### src/rtl/enh_demux.sv
// rtl/enh_demux.sv - two-way buffered packet distribution node
//
// Purpose:
//   Steers each valid upstream packet to one of two output FIFOs using a
//   single address bit of the payload. Each output is a first-word-fall-
//   through FIFO of depth 2**log_buffer_len with valid/full flow control.
//   Instances cascade into a binary distribution tree, each tree level
//   choosing its own steering bit through sel_bit.
//
// Ports:
//   clk      in   rising-edge clock
//   rst      in   asynchronous active-low reset
//   in       in   upstream packet, MSB is valid
//   full_in  out  stall to upstream (combinational from in and counts)
//   out_1    out  head of FIFO 1 (steering bit 0), zero when empty
//   out_2    out  head of FIFO 2 (steering bit 1), zero when empty
//   full_1   in   downstream of out_1 cannot accept
//   full_2   in   downstream of out_2 cannot accept

module enh_demux #(
    parameter int word_width     = 22,
    parameter int val_bit        = 1,
    parameter int log_buffer_len = 3,
    parameter int sel_bit        = 21
) (
    input  logic                          clk,
    input  logic                          rst,
    input  logic [val_bit+word_width-1:0] in,
    output logic                          full_in,
    output logic [val_bit+word_width-1:0] out_1,
    output logic [val_bit+word_width-1:0] out_2,
    input  logic                          full_1,
    input  logic                          full_2
);

    localparam int W     = val_bit + word_width;
    localparam int LB    = log_buffer_len;
    localparam int DEPTH = 1 << LB;
    localparam logic [LB:0] CNT_FULL = DEPTH[LB:0];

    logic       in_valid;
    logic       tgt;
    logic [1:0] full_out;
    logic [1:0] is_full;
    logic [1:0] nonempty;
    logic [1:0] push;
    logic [1:0] pop;
    logic [1:0][W-1:0] head;

    // Only the top bit of the valid field is interpreted.
    assign in_valid = in[W-1];
    assign tgt      = in[sel_bit];
    assign full_out = {full_2, full_1};

    // Uses registered counts only, so a pop in the same cycle cannot
    // free a slot for this cycle's push; upstream simply retries.
    assign full_in = in_valid & (tgt ? is_full[1] : is_full[0]);

    for (genvar k = 0; k < 2; k++) begin : g_fifo
        logic [W-1:0]  mem_q [DEPTH];
        logic [LB-1:0] wr_ptr_q;
        logic [LB-1:0] rd_ptr_q;
        logic [LB:0]   count_q;
        logic [LB:0]   count_d;

        assign is_full[k]  = (count_q == CNT_FULL);
        assign nonempty[k] = (count_q != '0);
        assign push[k]     = in_valid & (tgt == 1'(k)) & ~is_full[k];
        // An empty FIFO never pops, whatever its downstream full says.
        assign pop[k]      = nonempty[k] & ~full_out[k];

        always_comb begin
            count_d = count_q;
            if (push[k] && !pop[k]) begin
                count_d = count_q + 1'b1;
            end else if (pop[k] && !push[k]) begin
                count_d = count_q - 1'b1;
            end
        end

        always_ff @(posedge clk or negedge rst) begin
            if (!rst) begin
                wr_ptr_q <= '0;
                rd_ptr_q <= '0;
                count_q  <= '0;
            end else begin
                if (push[k]) begin
                    wr_ptr_q <= wr_ptr_q + 1'b1;
                end
                if (pop[k]) begin
                    rd_ptr_q <= rd_ptr_q + 1'b1;
                end
                count_q <= count_d;
            end
        end

        // Storage is qualified by count, so it needs no reset.
        always_ff @(posedge clk) begin
            if (push[k]) begin
                mem_q[wr_ptr_q] <= in;
            end
        end

        // Output comes only from registered state; empty shows all zeros.
        assign head[k] = nonempty[k] ? mem_q[rd_ptr_q] : '0;
    end

    assign out_1 = head[0];
    assign out_2 = head[1];

endmodule

### config.mk
export PLATFORM = sky130hd
export DESIGN_NAME = enh_demux
export DESIGN_NICKNAME = d
export VERILOG_FILES = /design/src/rtl/enh_demux.sv
export SDC_FILE = /design/constraint.sdc
export NUM_CORES = 1
export LEC_CHECK = 0
export ABC_AREA = 1
export BUFFER_PORTS_ARGS = -buffer_cell sky130_fd_sc_hd__buf_4
export CAP_MARGIN = 15
export CORE_MARGIN = 1
export CORE_UTILIZATION = 60
export CTS_BUF_LIST = sky130_fd_sc_hd__clkbuf_8
export DETAILED_ROUTE_END_ITERATION = 8
export MAX_ROUTING_LAYER = met4
export PLACE_DENSITY = 0.78
export RECOVER_POWER = 50
export SYNTH_ARGS = -nofsm -noshare
export SYNTH_HDL_FRONTEND = slang
export SYNTH_SLANG_ARGS = --single-unit
### constraint.sdc
create_clock -name clk -period 6.3 [get_ports clk]
set_input_delay 0.63 -clock clk [delete_from_list [all_inputs] [get_ports clk]]
set_output_delay 0.63 -clock clk [all_outputs]
set_load 0.1 [all_outputs]
### Word level (Yosys, flattened, before mapping)

Memories as Yosys holds them, arrays and structs flattened.
Cells that the tools add are included.

| operators by class | value |
|---|---|
| $add $sub $neg | 8 |
| equality and inequality tests | 2 |
| muxes and demuxes | 11 |
| bitwise logic cells | 12 |
| reduce and logical (&&, ||, !) cells | 12 |

Operators by type and width:

| cell | number |
|---|---|
| 23-bit two-way mux | 2 |
| 4-bit two-way mux | 4 |
| 3-bit by 1-bit adder with 3-bit output (second input constant) | 4 |
| 4-bit by 1-bit adder with 4-bit output (second input constant) | 2 |
| 4-bit equality test (second input constant) | 2 |
| 4-bit nonzero test | 2 |
| 4-bit by 1-bit subtractor with 4-bit output (second input constant) | 2 |
| 1-bit AND | 7 |
| 1-bit two-way mux | 5 |
| 1-bit NOT | 5 |
| 1-bit logical AND | 4 |
| 1-bit logical NOT | 4 |
| 2-bit nonzero test | 2 |

| word-level totals | value |
|---|---|
| register bits after elaboration | 20 |
| memory bits (writable) | 368 |
| input port bits | 27 |
| output and inout port bits | 47 |
| word-level logic and storage cells | 53 |
| memories kept | 2 |

Memory list:

| memory | depth | width | read ports | clocked after Yosys merged registers in | write ports | line | source |
|---|---|---|---|---|---|---|---|
| g_fifo[0].mem_q | 8 | 23 | 1 | 0 | 1 | 60 | `logic [W-1:0] mem_q [DEPTH];` |
| g_fifo[1].mem_q | 8 | 23 | 1 | 0 | 1 | 60 |  |

### Logic depth before layout (Yosys ltp)

| logic depth | value |
|---|---|
| depth after elaboration | 7 |
| gate-level depth with buffers | 13 |
| mapped depth without buffers | 13 |

### Least setup slack after synthesis

OpenSTA, ideal clock, no wires.

| path | value |
|---|---|
| kind | input-to-reg |
| from | in in[22] |
| to | mem g_fifo[1].mem_q[4][0] in the netlist's numbering (enable) |
| setup time | 0.432 ns |
| data arrival time | 2.588 ns |
| required time | 5.868 ns |
| slack | 3.280 ns |
| stages | 5 |
| buffers on the path | 1 |
| path through | nand2_1 -> clkinv_1 -> nand2_1 -> buf_4 -> nor3_1 |

| between the ends | value |
|---|---|
| word-level cells in the longest chain between the ends | 4 |

Ends and longest elaborated chain:

| element | line | source |
|---|---|---|
| from (decl) | 28 | `input logic [val_bit+word_width-1:0] in,` |
| 1-bit AND (2 in a row) | 68 | `assign push[k] = in_valid & (tgt == 1'(k)) & ~is_full[k];` |
| 1-bit two-way mux | 99 | `if (push[k]) begin` |
| 1-bit two-way mux (not written as such) | 100 | `mem_q[wr_ptr_q] <= in;` |
| to (decl) | 60 |  |

Every way passes these cells.

### Final worst setup path

| path | value |
|---|---|
| from | reg g_fifo[0].rd_ptr_q[1] |
| to | out out_1[13] |

| between the ends | value |
|---|---|
| word-level cells in the longest chain between the ends | 2 |

Ends and longest elaborated chain:

| element | line | source |
|---|---|---|
| from (decl) | 62 | `logic [LB-1:0] rd_ptr_q;` |
| from (signal assigned) | 91 | `rd_ptr_q <= rd_ptr_q + 1'b1;` |
| memory read 8 x 23 bit | n/a |  |
| 23-bit two-way mux | 105 | `assign head[k] = nonempty[k] ? mem_q[rd_ptr_q] : '0;` |
| to (decl) | 30 | `output logic [val_bit+word_width-1:0] out_1,` |

Every way passes these cells.

==> flow_summary_export.csv <==
group,metric,value,unit
sta,period_share,58.8,%
sta,rsz0062_at_grt,"false",
yosys,syn-num-nets,1794,
global_routing,grt_pass1_vias,11200,
clock_network,cts_buffers,60,
detailed_routing,routedWlPerCell,16.0,um
global_routing,grt.busiest_layer,"met2",
sta,setup_tns,0,ns
yosys,ys_ff_latch,388,
sta,finalHoldViolations,0,
detailed_routing,drc,0,
global_routing,grt_usage,26.0,%
final_layout,syn_to_final_growth,11.3,%
clock_network,clock-sinks,388,
sta,max-slew-margin-rel,-21.1,%
clock_network,root_buffer,"clkbuf_8",
critical_path,worst-path-buf-inv,3,
sta,finalSetupViolCount,0,
yosys,yosysSeqAreaShare,66.8,%
hold_path,hold_class,"input pin to flop",
critical_path,ff2ff_setup_slack,3.33,ns
critical_path,cp.arrival,3.08,ns
placed_design,dp_hpwl,19.8,mm
critical_path,r2r_start,"g_fifo[1].count_q[1]$_DFFE_PN0P_",
placed_design,preCtsSetupSlack,3.31,ns
detailed_routing,via_per_inst,5.16,
global_routing,grt_max_degree,94,
yosys,syn_area_per_cell,9.86,um^2
sta,tightest_slew,1.82,ns
detailed_routing,drtPass1Iterations,6,
sta,hold_slack,0.435,ns
sta,slew_violations,24,
critical_path,cp-start-kind,"flop",
critical_path,crit_slowest_cell,"inv_2",
floorplanning,die_area,29500,um^2
critical_path,worst-path-stages,7,
critical_path,end_kind,"primary output",
detailed_routing,drtIter0Drc,1315,
sta,period_minus_slack,3.71,ns
yosys,yosys_warnings,0,
final_layout,final_cell_mix,"nand2_1 (509), inv_1 (403), edfxtp_1 (368)",
run_status,violations,"max-capacitance violations, max-slew violations",
sta,fin_ws,2.59,ns
clock_network,clk_latency,0.61,ns
clock_network,cts_resized,0,
critical_path,crit_path_max_incr_delay,0.78,ns
final_layout,layout_commonest_cell,"nand2_1",
clock_network,cts_tree,"yes",
job,max-cap-violations,1,
final_layout,num_antenna_cells,0,
global_routing,use_met2,43.6,%
floorplanning,design.core.area,28100,um^2
final_layout,finalNetCount,1878,
detailed_routing,vias,11700,
critical_path,cp-startpoint,"g_fifo[0].rd_ptr_q[1]$_DFFE_PN0P_",
placed_design,io_buffers,73,
global_routing,use_met1,32.6,%
sta,clock_skew,0.0218,ns
floorplanning,start_util,61.6,%
floorplanning,io_pins,74,
final_layout,nFillCells,2077,
global_routing,globalRouteOverflowTotal,0,
detailed_routing,drt.antenna.violating_nets,0,
clock_network,cts_htree_levels,2,
final_layout,drive_above_1_share,9.65,%
yosys,synth_cell_type_count,25,
yosys,yosysTopAreaCellShare,63.9,%
global_routing,grt_antenna_before_repair,0,
clock_network,cts_buffer_depth,3,
critical_path,cp.required,5.67,ns
yosys,yosys-top-cells-area,"edfxtp_1 (64%), nand2_1 (11%), inv_1 (8.3%), nand3_1 (6.9%), dfrtp_1 (2.9%)",
yosys,syn_area,17300,um^2
yosys,synth.largest_area_cell,"edfxtp_1",
critical_path,setup.worst_path.end,"out_1[13]",
critical_path,critPathTopFamily,"buffers and inverters",
floorplanning,die_y,172,um
placed_design,gp_congestion,0.800,
critical_path,worstSetupPathType,"flop to primary output",
critical_path,crit_path_max_fanout,48,
critical_path,cp_cell_sequence,"buf_4, inv_2, nand3_1, nand3_1, nand2_1, nor2_1, buf_4",
detailed_routing,wl,36.2,mm
global_routing,grt_first_pass_wirelength,56.5,mm
sta,max_freq,270,MHz
floorplanning,chipWidth,172,um
hold_path,hold_start,"full_1",
clock_network,cts.reportedPaths.clkPinSlew,0.06,ns
global_routing,use_met3,3.64,%
floorplanning,row_count,61,
critical_path,r2r_end,"g_fifo[1].count_q[3]$_DFFE_PN0P_",
yosys,synthCells,1755,
run_status,status,"finished with violations",
critical_path,r2r_cells,11,
[worst min path at each step]
stage | to | slack (ns) | cells after the start
after global routing | g_fifo[0].rd_ptr_q[2]$_DFFE_PN0P_ | 0.42 | 4
after global placement | g_fifo[0].wr_ptr_q[0]$_DFFE_PN0P_ | 0.50 | 2
after CTS | g_fifo[0].mem_q[4][4]$_DFFE_PP_ | 0.30 | 1
after floorplan | g_fifo[0].count_q[0]$_DFFE_PN0P_ | 0.33 | 0
final | g_fifo[0].rd_ptr_q[0]$_DFFE_PN0P_ | 0.43 | 4
after detailed placement | g_fifo[0].wr_ptr_q[0]$_DFFE_PN0P_ | 0.51 | 2
[metrics by stage]
step | std cells | utilization (%) | instance area, um^2
final | 2264 | 68.5 | 19300
after global routing | 2264 | 68.5 | 19300
after CTS | 2264 | 68.9 | 19400
after detailed placement | 2154 | 64.8 | 18200
after global placement | 2154 | 64.8 | 18200
after floorplan | 1755 | - | 17300
[per-layer routing]
layer | wire, um | vias up
li1 | - | 5665
met1 | 14700 | 5531
met2 | 18200 | 426
met3 | 2450 | 71
met4 | 820 | 0
met5 | 0 | -
[tightest hold or removal path, stage by stage]
cell     delay (ns)
buf_4          0.08
inv_1          0.04
nand2_2        0.16
xor2_1         0.09
[area by class of cell]
class	count	area [um^2]	share of cell area, %
tap	378	473	2.46
inverter	394	1480	7.68
sequential	388	11600	60.0
clock inverter	43	246	1.28
multi-input combinational	898	3950	20.5
clock buffer	66	908	4.72
timing repair buffer	97	637	3.31
[sequential cells by signal (all words and copies together) (netlist names)]
| register | flops |
|---|---|
| g_fifo.rd_ptr_q | 6 |
| g_fifo.mem_q | 368 |
| g_fifo.count_q | 8 |
| g_fifo.wr_ptr_q | 6 |
[cell usage after synthesis]
| cell | instances |
|---|---|
| clkbuf_1 | 10 |
| o21ai_0 | 2 |
| buf_2 | 56 |
| a21oi_1 | 2 |
| buf_4 | 3 |
| o22ai_1 | 1 |
| fa_1 | 2 |
| nor3_1 | 12 |
| inv_1 | 384 |
| nand3_2 | 2 |
| buf_6 | 2 |
| o21ai_1 | 5 |
| inv_2 | 9 |
| xor2_1 | 3 |
| nand2_1 | 509 |
| buf_1 | 4 |
| nand2_2 | 1 |
| clkinv_1 | 1 |
| or2_2 | 2 |
| nor2_1 | 102 |
| nand3_1 | 237 |
| edfxtp_1 | 368 |
| xnor2_1 | 8 |
| dfrtp_1 | 20 |
| ha_1 | 10 |
[what timing repair did]
action                    CTS  global route
hold buffers                1             0
setup buffers               0             0
hold endpoints to repair   20             0
[logic make-up (layout without fill, tap and decap cells)]
family | Yosys count | after routing | synth area share (%)
buf+inv | 469 | 600 | 10.7
simple gates | 865 | 865 | 20.7
xor+xnor | 11 | 11 | 0.557
flops | 388 | 388 | 66.8
compound gates | 10 | 10 | 0.297
fa+ha+maj | 12 | 12 | 0.955
Power is left out: the tool's default activity adds up to more than one toggle a clock period on the data nets, which glitch-free logic cannot reach.
